$ cat src/rtl/ex_mem_pkg.sv
// Shared types for the execute-to-memory pipeline stage.
// The optional forwarding port set is enabled with the EX_MEM_FWD_EN macro in ex_mem_stage.
package ex_mem_pkg;

    localparam int XLEN = 64;
    localparam int RD_W = 5;

    typedef struct packed {
        logic [XLEN-1:0] result;
        logic [RD_W-1:0] rd;
        logic            reg_write;
    } ex_mem_entry_t;

    typedef enum logic [1:0] {
        EMPTY = 2'd0,
        ONE   = 2'd1,
        FULL  = 2'd2
    } occ_t;

endpackage

$ cat src/rtl/word_sext64.sv
// RV64 W-op result extension: replicates bit 31 into the upper word when i_is_word is set.
// Shared with the word-op shifter datapath.
module word_sext64 (
    input  logic        i_is_word,
    input  logic [63:0] i_data,
    output logic [63:0] o_data
);

    assign o_data = i_is_word ? {{32{i_data[31]}}, i_data[31:0]} : i_data;

endmodule

$ cat src/rtl/ex_mem_stage.sv
// EX/MEM pipeline stage: two-entry skid buffer with registered in_ready and W-op sign extension.
// Define EX_MEM_FWD_EN to add the fwd_valid/fwd_rd/fwd_data operand-forwarding outputs.
//
// state | meaning
// EMPTY | nothing held, in_ready=1
// ONE   | head valid, in_ready=1
// FULL  | head and skid valid, in_ready=0
module ex_mem_stage
    import ex_mem_pkg::*;
(
    input  logic            clk,
    input  logic            rst_n,
    input  logic            in_valid,
    output logic            in_ready,
    input  logic [XLEN-1:0] alu_result,
    input  logic [RD_W-1:0] in_rd,
    input  logic            in_reg_write,
    input  logic            in_is_word,
    input  logic            flush,
    output logic            out_valid,
    input  logic            out_ready,
    output logic [XLEN-1:0] out_result,
    output logic [RD_W-1:0] out_rd,
    output logic            out_reg_write
`ifdef EX_MEM_FWD_EN
    ,
    output logic            fwd_valid,
    output logic [RD_W-1:0] fwd_rd,
    output logic [XLEN-1:0] fwd_data
`endif
);

    occ_t          r_state;
    logic          r_in_ready;
    logic          r_out_valid;
    ex_mem_entry_t r_head;
    ex_mem_entry_t r_skid;

    logic [XLEN-1:0] w_result;
    ex_mem_entry_t   w_new;
    logic            w_accept;
    logic            w_drain;

    word_sext64 u_sext (
        .i_is_word (in_is_word),
        .i_data    (alu_result),
        .o_data    (w_result)
    );

    // Writes to x0 are architecturally dropped, so strip the enable at capture.
    assign w_new.result    = w_result;
    assign w_new.rd        = in_rd;
    assign w_new.reg_write = in_reg_write & (in_rd != '0);

    assign w_accept = in_valid & r_in_ready;
    assign w_drain  = r_out_valid & out_ready;

    always_ff @(posedge clk or negedge rst_n) begin
        if (!rst_n) begin
            r_state     <= EMPTY;
            r_in_ready  <= 1'b1;
            r_out_valid <= 1'b0;
            r_head      <= '0;
            r_skid      <= '0;
        end else if (flush) begin
            r_state          <= EMPTY;
            r_in_ready       <= 1'b1;
            r_out_valid      <= 1'b0;
            r_head.reg_write <= 1'b0;
            r_skid.reg_write <= 1'b0;
        end else begin
            case (r_state)
                EMPTY: begin
                    if (w_accept) begin
                        r_head      <= w_new;
                        r_state     <= ONE;
                        r_out_valid <= 1'b1;
                    end
                end
                ONE: begin
                    if (w_accept && !w_drain) begin
                        r_skid     <= w_new;
                        r_state    <= FULL;
                        r_in_ready <= 1'b0;
                    end else if (w_accept && w_drain) begin
                        r_head <= w_new;
                    end else if (w_drain) begin
                        r_head.reg_write <= 1'b0;
                        r_state          <= EMPTY;
                        r_out_valid      <= 1'b0;
                    end
                end
                FULL: begin
                    if (w_drain) begin
                        r_head           <= r_skid;
                        r_skid.reg_write <= 1'b0;
                        r_state          <= ONE;
                        r_in_ready       <= 1'b1;
                    end
                end
                default: begin
                    r_state     <= EMPTY;
                    r_in_ready  <= 1'b1;
                    r_out_valid <= 1'b0;
                    r_head      <= '0;
                    r_skid      <= '0;
                end
            endcase
        end
    end

    assign in_ready      = r_in_ready;
    assign out_valid     = r_out_valid;
    assign out_result    = r_head.result;
    assign out_rd        = r_head.rd;
    assign out_reg_write = r_head.reg_write & r_out_valid;

`ifdef EX_MEM_FWD_EN
    ex_mem_entry_t w_young;

    assign w_young   = (r_state == FULL) ? r_skid : r_head;
    assign fwd_valid = (r_state != EMPTY) & w_young.reg_write;
    assign fwd_rd    = w_young.rd;
    assign fwd_data  = w_young.result;
`endif

endmodule

$ cat config.mk
export PLATFORM = sky130hd
export DESIGN_NAME = ex_mem_stage
export DESIGN_NICKNAME = d
export VERILOG_FILES = /design/src/rtl/ex_mem_pkg.sv /design/src/rtl/word_sext64.sv /design/src/rtl/ex_mem_stage.sv
export SDC_FILE = /design/constraint.sdc
export NUM_CORES = 1
export LEC_CHECK = 0
export CORE_ASPECT_RATIO = 1.5
export CORE_UTILIZATION = 48
export CTS_BUF_LIST = sky130_fd_sc_hd__clkbuf_8
export CTS_CLUSTER_DIAMETER = 40
export DETAILED_ROUTE_END_ITERATION = 12
export PLACE_DENSITY = 0.91
export SYNTH_ARGS = -nofsm -noshare
export SYNTH_HDL_FRONTEND = slang
export SYNTH_SLANG_ARGS = --single-unit
$ cat constraint.sdc
create_clock -name clk -period 1.7 [get_ports clk]
set_input_delay 0.17 -clock clk [delete_from_list [all_inputs] [get_ports clk]]
set_output_delay 0.17 -clock clk [all_outputs]
set_load 0.005 [all_outputs]
# Word-level counts from Yosys, hierarchy flattened
# Cells that the tools add are included.
[totals] output_inout_bits=72 input_bits=76 word_cells=74 register_bits=144
[classes] bitwise=6 n_mux=29 reduce_logical=12 eq_ne=18
[ops] op="2-to-1 mux 70 bit" count=4
[ops] op="one-hot mux 70 bit (3 select lines)" count=1
[ops] op="one-hot mux 69 bit (2 select lines)" count=1
[ops] op="2-to-1 mux 69 bit" count=1
[ops] op="2-to-1 mux 64 bit" count=1
[ops] op="!= test 3 bit (second input constant)" count=6
[ops] op="!= test 2 bit (second input constant)" count=7
[ops] op="2-to-1 mux 2 bit" count=6
[ops] op="!= test 4 bit (second input constant)" count=3
[ops] op="2-to-1 mux 1 bit" count=11
[ops] op="AND reduction 5 bit" count=2
[ops] op="one-hot mux 1 bit (3 select lines)" count=3
[ops] op="AND reduction 4 bit" count=2
[ops] op="one-hot mux 2 bit (3 select lines)" count=1
[ops] op="AND reduction 3 bit" count=2
[ops] op="nonzero test 5 bit" count=1
[ops] op="AND 1 bit" count=4
[ops] op="== test 2 x 1 -> 1 bit (second input constant)" count=1
[ops] op="== test 2 bit (second input constant)" count=1
[ops] op="logical AND 1 bit" count=2
[ops] op="zero test 2 bit" count=1
[ops] op="NOT 1 bit" count=2
[ops] op="OR reduction 2 bit" count=1
[ops] op="zero test 1 bit" count=1

# Depth between registers and ports, before layout
# Gate-level depths: netlist of run 1.
[logic_depth] depth_word=6 mapped_depth=8 depth_no_buf=4

# Cells and area by module
# From an unflattened synthesis of run 1, not the netlist that was laid out.
[unflattened] hier_cells=703 hier_area_um2=7840.0
[modules_own_cells] module="ex_mem_stage" area_each_um2=7070.5 n_inst=1 seq_area_each_um2=3604.7 cells_per_inst=632
[modules_own_cells] module="word_sext64" area_each_um2=769.5 n_inst=1 seq_area_each_um2=0.0 cells_per_inst=71

# Least setup slack after synthesis of run 1
# OpenSTA, ideal clock, no wires.
[synth_timing] kind="flip-flop to flip-flop" start="reg r_out_valid, in the netlist out_valid" end="reg r_skid[40] (netlist bit)" synth_period_minus_slack_ns=1.674 path_buffers=2 setup_time_ns=0.125 path_stages_with_launch=7 required_time_ns=1.575 arrival_ns=1.550 setup_slack_ns=0.026 path_cell_list="dfrtp_1 > nand2_2 > a31oi_2 > nor3b_2 > buf_6 > buf_6 > mux2_2"
[synth_between] elab_chain_cells=5
[synth_rtl] element="start, declared" line_no="ex_mem_stage.sv:35" source="logic r_out_valid;"
[synth_rtl] element="start signal, assigned" line_no="ex_mem_stage.sv:62" source="r_out_valid <= 1'b0;"
[synth_rtl] element="start signal, assigned" line_no="ex_mem_stage.sv:68" source="r_out_valid <= 1'b0;"
[synth_rtl] element="start signal, assigned" line_no="ex_mem_stage.sv:77" source="r_out_valid <= 1'b1;"
[synth_rtl] element="AND 1 bit" line_no="ex_mem_stage.sv:56" source="assign w_drain = r_out_valid & out_ready;"
[synth_rtl] element="zero test 1 bit" line_no="ex_mem_stage.sv:81" source="if (w_accept && !w_drain) begin"
[synth_rtl] element="logical AND 1 bit" line_no="ex_mem_stage.sv:81"
[synth_rtl] element="!= test 2 bit (no line)"
[synth_rtl] element="AND reduction 3 bit (no line)"
[synth_rtl] element="end signal, assigned" line_no="ex_mem_stage.sv:82" source="r_skid <= w_new;"
[synth_rtl] element="end, declared" line_no="ex_mem_stage.sv:37" source="ex_mem_entry_t r_skid;"
# No other way between the ends.
# A chain may end at the register's enable or synchronous reset.

# Worst setup path after layout of run 1
[layout_timing] start="reg r_in_ready, in the netlist in_ready" end="reg r_skid[15] (netlist bit)"
[layout_between] elab_chain_cells=4
[layout_rtl] element="start, declared" line_no="ex_mem_stage.sv:34" source="logic r_in_ready;"
[layout_rtl] element="start signal, assigned" line_no="ex_mem_stage.sv:61" source="r_in_ready <= 1'b1;"
[layout_rtl] element="start signal, assigned" line_no="ex_mem_stage.sv:67" source="r_in_ready <= 1'b1;"
[layout_rtl] element="start signal, assigned" line_no="ex_mem_stage.sv:84" source="r_in_ready <= 1'b0;"
[layout_rtl] element="AND 1 bit" line_no="ex_mem_stage.sv:55" source="assign w_accept = in_valid & r_in_ready;"
[layout_rtl] element="logical AND 1 bit" line_no="ex_mem_stage.sv:81"
[layout_rtl] element="!= test 2 bit (no line)"
[layout_rtl] element="AND reduction 3 bit (no line)"
# No other way between the ends.

==> results of run 1 <==
metrics by stage:
stage | total power (µW) | hold slack (ps) | util [%] | setup slack, ps
2_1_floorplan | 9230 | -126 | - | 25.6
3_3_place_gp | 10700 | 68.0 | 59.1 | -193
3_5_place_dp | 11000 | 70.0 | 59.1 | -249
4_1_cts | 13500 | 163 | 61.6 | -7.83
5_1_grt | 14800 | 169 | 64.4 | -53.8
6_report | 14000 | 164 | 64.4 | -21.8
cell type report:
cell class / count / area, µm²
inverter: 56 / 210
fill: 1134 / 5200
sequential: 144 / 3610
clock buffer: 20 / 275
tap: 196 / 245
clock inverter: 10 / 88.8
timing repair buffer: 200 / 2080
multi-input combinational: 358 / 2890
worst reg2reg max path, delay by kind of cell (launching register included):
kind	cells	cell delay, ps
muxes	1	330
and+or+nand+nor	1	250
DFF	1	560
buffers and inverters	2	360
AOI/OAI and AO/OA	1	100
logic make-up (layout without fill, tap and decap cells):
kind of cell	after synthesis	count (layout)
simple gates	101	101
buf+inv	165	286
flops	144	144
mux	123	123
compound gates	134	134
power by group through the flow:
stage                     clock, µW  sequential (µW)  combinational, µW
after global placement            0             5970               4680
final                          2540             6070               5400
after global routing           2740             6250               5820
after detailed placement          0             6050               4910
after floorplan                   0             5760               3470
after CTS                      2600             6010               4930
state kept, by name (all words and copies together) (netlist names):
signal	cells
r_state	2
in_ready	1
r_skid	70
out_rd	5
out_result	64
r_head	1
out_valid	1
metal layers:
layer / track usage [%] / wire, µm
met4: 9.52 / 509
met2: 38.0 / 9020
met1: 24.5 / 6670
met5: 0 / 0
met3: 4.88 / 868
timing repair:
action	4_1_cts	5_1_grt
hold buffers	1	0
pin swaps	0	3
resized for setup	3	58
hold endpoints to repair	144	0
gates cloned	0	6
buffers inserted	0	8
endpoints found under the setup margin	6	91
placed cells by master, fill, tap and decap left out, drive strengths merged, types with 2 or more instances in the layout:
cell type      synthesis  final
clkdlybuf4s50          0    143
dfrtp                143    143
a21oi                 94     94
mux2                  69     69
inv                   56     56
mux2i                 54     54
buf                   89     49
nor2b                 38     38
clkbuf                20     24
nand2b                21     21
nand2                 20     20
o21ai                 13     13
o2bb2ai               11     11
nor2                   6      6
a21o                   5      5
clkinv                 0      5
a22o                   4      4
clkinvlp               0      4
and2                   3      3
nor3                   3      3
o21bai                 3      3
dlygate4sd2            0      3
nand3                  2      2
nor3b                  2      2
Yosys cell counts:
cell         n
o2bb2ai_1   11
nand4_1      1
nor2b_1     38
or3b_2       1
buf_6        4
clkbuf_1    20
mux2_1      14
buf_1        3
nor3b_1      1
o21ai_0     12
o21ai_2      1
nand4b_1     1
buf_2       11
nand2_1     19
o32ai_1      1
or2_2        1
a211o_1      1
a21oi_1     93
mux2_2      55
nor2_1       6
nand2b_1    21
a31oi_2      1
nand2_2      1
a21boi_1     1
dfstp_2      1
nor4b_1      1
mux2i_1     54
nand3b_1     1
a22o_1       4
a21oi_2      1
o21bai_1     3
nor3_1       3
dfrtp_1    143
buf_4       71
and2_1       3
inv_1       56
nand3_1      2
nor3b_2      1
a21o_1       5
final timing paths:
path,to,slack [ps],depth (start not counted),startpoint
min in group clk,r_head[0],380,3,in_reg_write
hold reg to reg,r_skid[65],500,1,r_skid[65]
setup reg to reg,r_skid[15],-20,5,in_ready
setup / recovery,r_skid[15],-20,5,in_ready
max in group asynchronous,r_skid[56],900,3,rst_n
hold / removal,out_result[19],160,2,rst_n
==> results.sh, run 1 <==
export IMPL_status="finished with violations"
export IMPL_violations="setup timing"
export IMPL_synth_top_family_by_area="multiplexers"
export IMPL_cp_top_family="flip-flops"
export IMPL_syn_inst=667
export IMPL_final_cell_count_no_fill=984
export IMPL_ys_seq_area_share_pct=50.0
export IMPL_port_buffers=147
export IMPL_diodes=0
export IMPL_fp_dieW_um=102
export IMPL_wire_per_inst_um=17.3
export IMPL_synth_area_leaders="dfrtp_1 (50%), mux2_2 (8.6%), mux2i_1 (7.5%)"
export IMPL_grt_pass1_vias=5327
export IMPL_cp_data_arrival_time_ps=2050
export IMPL_switching_power_uw=4200
export IMPL_clockBufferDepth=2
export IMPL_worstSetupPathType="reg -> reg"
export IMPL_antenna_found_initial=0
export IMPL_finalCritPeriodShare_pct=101
export IMPL_placedCellCount=939
export IMPL_grt_first_pass_wirelength_um=25800
export IMPL_drv_slew=0
export IMPL_nets=853
export IMPL_synth_top_cell_by_area="dfrtp_1"
export IMPL_std_cell_rows=54
export IMPL_final_setup_tns_ps=-197
export IMPL_die_h_um=152
export IMPL_hold_viol_final=0
export IMPL_ir_worst_vdd_mv=0.824
export IMPL_p_seq_share_pct=43.3
export IMPL_netlist_area_um2=7200
export IMPL_endpoint_kind="flip-flop"
export IMPL_cp_max_fo=8
export IMPL_fin_area_um2=9400
export IMPL_yosysUniqueCellTypes=39
export IMPL_tightest_slew_ps=405
export IMPL_required_ps=2030
export IMPL_p_clk_share_pct=18.1
export IMPL_io_pins=148
export IMPL_max_cap_viol_count=0
export IMPL_dp_hpwl_um=11400
export IMPL_slowest_delay_ps=560
export IMPL_placed_cell_area_um2=8620
export IMPL_cts_tree="done"
export IMPL_routed_via_density=5.26
export IMPL_area_growth_pct=30.4
export IMPL_grt_overflow=0
export IMPL_startpoint_type="flip-flop"
export IMPL_grt_setup_unrepaired="yes"
export IMPL_ys_ff_latch=144
export IMPL_critPathBufInv=2
export IMPL_syn_area_per_cell_um2=10.8
export IMPL_final_setup_worst_slack_ps=-21.8
export IMPL_coreArea_um2=14600
export IMPL_grt_max_degree=63
export IMPL_setup_viol=26
export IMPL_p_comb_share_pct=38.5
export IMPL_synth_xor_area_share_pct=0
export IMPL_final_layout_size_suffix_gt1_share_pct=20.3
export IMPL_postRouteAntennaNets=0
export IMPL_relSlewSlack_pct=73.0
export IMPL_gp_congestion=0.868
export IMPL_grt_use_total_pct=21.6
export IMPL_h_tree_depth=4
export IMPL_numCtsBuffers=17
export IMPL_initial_core_util_pct=49.4
export IMPL_cp_slowest_cell="dfstp_2"
export IMPL_path_cells="a31oi_4 -> nor3b_4 -> buf_12 -> clkbuf_16 -> mux2_2"
export IMPL_power_density_nw_per_um2=1490
export IMPL_synth_compound_area_share_pct=10.7
export IMPL_clk_pin_slew_ps=80
export IMPL_synth_warnings=0
export IMPL_yosysTopAreaCellShare_pct=49.7
export IMPL_yosys_area_share_simple_pct=8.04
export IMPL_syn_nets=743
export IMPL_first_pass_iters=4
export IMPL_final_min_clock_period_ps=1720
export IMPL_hp_class="in -> async"
export IMPL_clock_sinks=144
export IMPL_clock_latency_ps=440
export IMPL_netSwitchingFraction_pct=30.0
export IMPL_synthMuxAreaShare_pct=18.3
export IMPL_drc=0
export IMPL_root_buffer="clkbuf_8"
export IMPL_intPower_uw=9810
export IMPL_die_area_um2=15500
export IMPL_max_freq_mhz=581
export IMPL_fin_worst_skew_ps=9.12
export IMPL_totalWireLength_um=17100
export IMPL_drt_iter0_markers=287
export IMPL_p_leak_uw=0.00447
export IMPL_route_vias_total=5171
export IMPL_synth_fa_ha_area_share_pct=0
(Power assumes the default switching activity.)
==> run 2: changes to the inputs <==
Settings changed: GPL_ROUTABILITY_DRIVEN set to 0.
Clock period 1.7 ns to 1.5 ns, I/O delays scaled along.
==> run 2 against run 1 <==
Against the previous run: the flow still finishes with violations (setup timing); power is 15% higher; worst setup slack got worse by 160 ps; critical path type unchanged; critical path depth stayed put; via count up 1.5%; combinational power rose by 13%; fmax rose by 2.6%; count of clock-buffer cells in the layout increased by 1; worst hold slack better by 8.3 ps; wire length grew 3.0%; global-route usage is 1.1 points higher; die area did not move.
==> results.sh, run 2 (synthesized netlist as in run 1, its figures left out) <==
export IMPL_status="finished with violations"
export IMPL_violations="setup timing"
export IMPL_startpoint_type="flip-flop"
export IMPL_hp_class="in -> async"
export IMPL_drt_iter0_markers=233
export IMPL_relSlewSlack_pct=72.7
export IMPL_tightest_slew_ps=410
export IMPL_final_min_clock_period_ps=1680
export IMPL_clockBufferDepth=2
export IMPL_std_cell_rows=54
export IMPL_coreArea_um2=14600
export IMPL_clock_sinks=144
export IMPL_cp_slowest_cell="dfstp_2"
export IMPL_largest_reg_flops=70
export IMPL_r2r_start="in_ready"
export IMPL_mostFrequentLayoutCell="dfrtp_1"
export IMPL_die_area_um2=15500
export IMPL_diodes=0
export IMPL_cts_tree="done"
export IMPL_antenna_found_initial=0
export IMPL_numCtsBuffers=17
export IMPL_totalWireLength_um=17600
export IMPL_cp_max_fo=7
export IMPL_routed_via_density=5.25
export IMPL_hold_viol_final=0
export IMPL_grt_setup_unrepaired="yes"
export IMPL_nets=867
export IMPL_top_register="r_skid"
export IMPL_area_growth_pct=34.3
export IMPL_wire_per_inst_um=17.6
export IMPL_fin_util_pct=66.3
export IMPL_cp_top_family="flip-flops"
export IMPL_drv_slew=0
export IMPL_dp_hpwl_um=11300
export IMPL_drc=0
export IMPL_io_pins=148
export IMPL_final_cell_mix="dfrtp_1 (141), clkdlybuf4s50_1 (108), a21oi_1 (92), inv_1 (57), mux2i_1 (52)"
export IMPL_clk_pin_slew_ps=80
export IMPL_ir_worst_vdd_mv=0.913
export IMPL_grt_pass1_vias=5580
export IMPL_final_cell_count_no_fill=1000
export IMPL_port_buffers=147
export IMPL_grt_overflow=0
export IMPL_grt_use_total_pct=22.7
export IMPL_clock_latency_ps=430
export IMPL_max_cap_viol_count=0
export IMPL_path_cells="a31oi_4 -> nor3b_4 -> buf_4 -> clkbuf_16 -> mux2_4"
export IMPL_worstSetupPathType="reg -> reg"
export IMPL_finalCritPeriodShare_pct=112
export IMPL_slowest_delay_ps=560
export IMPL_critPathBufInv=2
export IMPL_p_leak_uw=0.00484
export IMPL_root_buffer="clkbuf_8"
export IMPL_fin_worst_skew_ps=11.7
export IMPL_final_layout_size_suffix_gt1_share_pct=22.8
export IMPL_first_pass_iters=5
export IMPL_h_tree_depth=4
export IMPL_endpoint_kind="flip-flop"
export IMPL_final_setup_worst_slack_ps=-178
export IMPL_postRouteAntennaNets=0
export IMPL_die_h_um=152
export IMPL_fin_area_um2=9680
export IMPL_cp_data_arrival_time_ps=2000
export IMPL_required_ps=1820
export IMPL_critPathLaunch="in_ready"
export IMPL_grt_max_degree=46
export IMPL_grt_first_pass_wirelength_um=27300
export IMPL_route_vias_total=5247
export IMPL_initial_core_util_pct=49.4
export IMPL_max_freq_mhz=596
export IMPL_setup_viol=131
export IMPL_power_uw=16100
export IMPL_place_ws_ps=-430
export IMPL_power_density_nw_per_um2=1660
export IMPL_placed_cell_area_um2=8720
export IMPL_fp_dieW_um=102
export IMPL_placedCellCount=949
-- run 2: changes by cell type in the layout (fill, tap and decap cells not counted), sizes merged --
cell / change
clkdlybuf4s50: -35
dlymetal6s2s: +22
buf: +16
dlygate4sd2: +11
bufbuf: +2
clkinvlp: -2
bufinv: +1
clkbuf: -1
clkinv: +1
inv: +1
-- run 2: worst paths after layout --
check | slack (ps) | end | depth (start not counted)
worst max-delay path | -180 | r_skid[9] | 5
worst min-delay path | 170 | r_skid[30] | 2
worst max register to register | -180 | r_skid[9] | 5
worst min register to register | 500 | r_skid[62] | 1
max in group asynchronous | 750 | r_skid[4] | 3
min in group clk | 370 | r_head[0] | 3
-- run 2: area by class of cell --
class	count	area, µm²
flip-flops and latches	144	3610
clock buffers	21	289
clock inverters	11	113
inverters	56	210
repair buffers	214	2330
multi-input cells	358	2890
well taps	196	245
fillers	1115	4920
-- run 2: repair_timing --
action | in CTS | in global routing
resized for setup | 66 | 42
endpoints found under the hold margin | 144 | 0
endpoints found under the setup margin | 155 | 166
pin swaps | 3 | 0
hold buffers | 1 | 0
setup buffers | 10 | 2
cloned | 4 | 2
-- run 2: layer usage --
layer,global-route usage [%],up-vias,share of wire [%]
met5,0,-,0
met4,10.5,0,3.0
met3,4.28,37,3.9
met2,39.5,157,53
met1,26.5,2642,40
li1,-,2411,-
-- run 2: power by group --
group | total, µW | switching, µW | internal [µW]
Sequential | 6870 | 1100 | 5760
Combinational | 6120 | 2250 | 3880
Clock | 3110 | 1470 | 1640
-- run 2: through the flow --
step	setup TNS, ps	hold WS [ps]
5_1_grt	-22080	200
6_report	-13750	172
2_1_floorplan	-9420	-146
4_1_cts	-13740	172
3_5_place_dp	-47300	75.3
3_3_place_gp	-41890	71.2
-- run 2: worst reg2reg max path, cell delays in order (launching register included) --
cell	delay, ps
dfstp_2	560
a31oi_4	100
nor3b_4	240
buf_4	190
clkbuf_16	180
mux2_4	300
==> run 3: changes to the inputs <==
Settings changed: CELL_PAD_IN_SITES_DETAIL_PLACEMENT set to 1, CELL_PAD_IN_SITES_GLOBAL_PLACEMENT set to 1, CORE_UTILIZATION 48 to 37, PLACE_DENSITY 0.91 to 0.9.
Clock period 1.5 ns to 1.4 ns, I/O delays scaled along.
==> run 3 against run 2 <==
Against the previous run: the run still ends with setup timing left; worst setup slack worse by 160 ps; power up 12%; first-iteration DRC count fell by 7.7%; cell area is 4.5% higher; register-to-register slack worse by 160 ps; final cell count is 8.8% higher; clock skew shrank 3.9 ps; critical path depth up 2; largest cell class unchanged.
==> results.sh, run 3 (synthesized netlist as in run 1, its figures left out) <==
export IMPL_status="finished with violations"
export IMPL_violations="setup timing"
export IMPL_wl_met2_um=11600
export IMPL_clk_pin_slew_ps=80
export IMPL_worstSetupPathType="reg -> reg"
export IMPL_max_freq_mhz=574
export IMPL_fin_util_pct=53.0
export IMPL_diodes=0
export IMPL_totalWireLength_um=21200
export IMPL_endpoint_kind="flip-flop"
export IMPL_path_cells="buf_6 -> nand2_4 -> a31oi_4 -> nor3b_4 -> buf_6 -> buf_12 -> mux2_2"
export IMPL_dp_hpwl_um=13700
export IMPL_mostFrequentLayoutCell="dfrtp_1"
export IMPL_tightest_slew_ps=464
export IMPL_critPathBufInv=3
export IMPL_antenna_found_initial=0
export IMPL_clock_latency_ps=460
export IMPL_clockBufferDepth=2
export IMPL_top_layer="met4"
export IMPL_clock_sinks=144
export IMPL_p_clk_share_pct=19.2
export IMPL_wire_per_inst_um=19.5
export IMPL_cp_max_fo=18
export IMPL_first_pass_iters=4
export IMPL_required_ps=1740
export IMPL_p_seq_share_pct=41.4
export IMPL_nets=897
export IMPL_final_layout_size_suffix_gt1_share_pct=27.0
export IMPL_final_cell_mix="dfrtp_1 (140), a21oi_1 (92), clkdlybuf4s50_1 (74), dlygate4sd2_1 (69), inv_1 (62)"
export IMPL_fp_dieW_um=116
export IMPL_grt_setup_unrepaired="yes"
export IMPL_slowest_delay_ps=410
export IMPL_cts_tree="done"
export IMPL_top_register="r_skid"
export IMPL_final_setup_worst_slack_ps=-341
export IMPL_p_leak_uw=0.00494
export IMPL_fin_area_um2=10100
export IMPL_grt_first_pass_wirelength_um=33300
export IMPL_netSwitchingFraction_pct=31.1
export IMPL_placed_cell_area_um2=8980
export IMPL_relSlewSlack_pct=69.1
export IMPL_setup_viol=141
export IMPL_drv_slew=0
export IMPL_grt_max_degree=42
export IMPL_p_comb_share_pct=39.4
export IMPL_cp_data_arrival_time_ps=2080
export IMPL_die_area_um2=20000
export IMPL_fin_worst_skew_ps=7.80
export IMPL_max_cap_viol_count=0
export IMPL_drt_iter0_markers=215
export IMPL_routed_via_density=4.95
export IMPL_cpMostUsedCell="buf_6"
export IMPL_final_cell_count_no_fill=1088
export IMPL_numCtsBuffers=17
export IMPL_ir_worst_vdd_mv=0.771
export IMPL_initial_core_util_pct=37.7
export IMPL_power_density_nw_per_um2=1780
export IMPL_grt_overflow=0
export IMPL_hold_viol_final=0
export IMPL_switching_power_uw=5600
export IMPL_h_tree_depth=4
export IMPL_finalCritPeriodShare_pct=124
export IMPL_intPower_uw=12400
export IMPL_met1Wirelength_um=8010
export IMPL_port_buffers=147
export IMPL_grt_pass1_vias=6147
export IMPL_coreArea_um2=19100
export IMPL_die_h_um=173
export IMPL_cp_top_family="buffers and inverters"
export IMPL_io_pins=148
export IMPL_largest_reg_flops=70
export IMPL_area_growth_pct=40.4
export IMPL_met3WireLength_um=871
export IMPL_cp_slowest_cell="dfrtp_2"
export IMPL_hp_class="in -> async"
export IMPL_drc=0
export IMPL_final_min_clock_period_ps=1740
export IMPL_postRouteAntennaNets=0
export IMPL_grt_use_total_pct=22.1
export IMPL_std_cell_rows=62
export IMPL_startpoint_type="flip-flop"
export IMPL_route_vias_total=5383
export IMPL_root_buffer="clkbuf_8"
export IMPL_placedCellCount=1022
-- run 3: cell count changes in the layout (fill, tap and decap cells not counted), sizes merged, moves of 5 or more --
cell,delta
clkdlybuf4s50,-34
clkinv,-5
dlymetal6s2s,-22
dlygate4sd2,+55
buf,+32
inv,+5
-- run 3: repair_timing --
action | CTS | global route
resized for setup | 168 | 30
setup endpoints to repair | 211 | 146
hold endpoints to repair | 143 | 0
hold buffers | 1 | 0
pin swaps | 6 | 7
gates cloned | 5 | 1
buffers inserted | 32 | 2
-- run 3: worst paths after layout --
check	endpoint	slack [ps]	from	depth (start not counted)
min reg2reg	r_skid[62]	500	r_skid[62]	1
min	out_result[60]	170	rst_n	2
min in group clk	r_head[0]	330	in_reg_write	3
max in group asynchronous	in_ready	610	rst_n	3
max reg2reg	r_skid[9]	-340	out_valid	7
max	r_skid[9]	-340	out_valid	7
-- run 3: layer usage --
metal | GRT usage [%] | up-vias
met5 | 0 | -
met4 | 10.3 | 0
met3 | 5.01 | 49
met2 | 39.4 | 139
met1 | 24.4 | 2721
li1 | - | 2474
-- run 3: cell type report --
type | instances | area (µm²)
clock buffers | 18 | 248
clock inverters | 12 | 155
fillers | 2048 | 8970
inverters | 56 | 210
multi-input cells | 359 | 3070
flip-flops and latches | 144 | 3610
well taps | 256 | 320
repair buffers | 243 | 2500
-- run 3: worst reg2reg max path: cells and delay by family (launching register included) --
kind	cells	cell delay (ps)
compound gates	1	110
buf+inv	3	440
flops	1	410
mux	1	360
simple gates	2	310
-- run 3: power by group through the flow --
stage / sequential (µW) / combinational (µW) / clock, µW
after floorplan: 7000 / 4300 / 0
after detailed placement: 7450 / 6290 / 0
after global placement: 7300 / 5970 / 0
final: 7460 / 7110 / 3470
after global routing: 7680 / 7690 / 3700
after CTS: 7380 / 6880 / 3550
-- run 3: through the flow --
stage | hold slack [ps] | setup TNS, ps | power (µW) | setup slack, ps
final | 165 | -38750 | 18000 | -341
after CTS | 159 | -35730 | 17800 | -341
after global routing | 185 | -47270 | 19100 | -404
after detailed placement | 88.7 | -67880 | 13700 | -591
after floorplan | -156 | -22650 | 11300 | -264
after global placement | 80.2 | -63250 | 13300 | -507
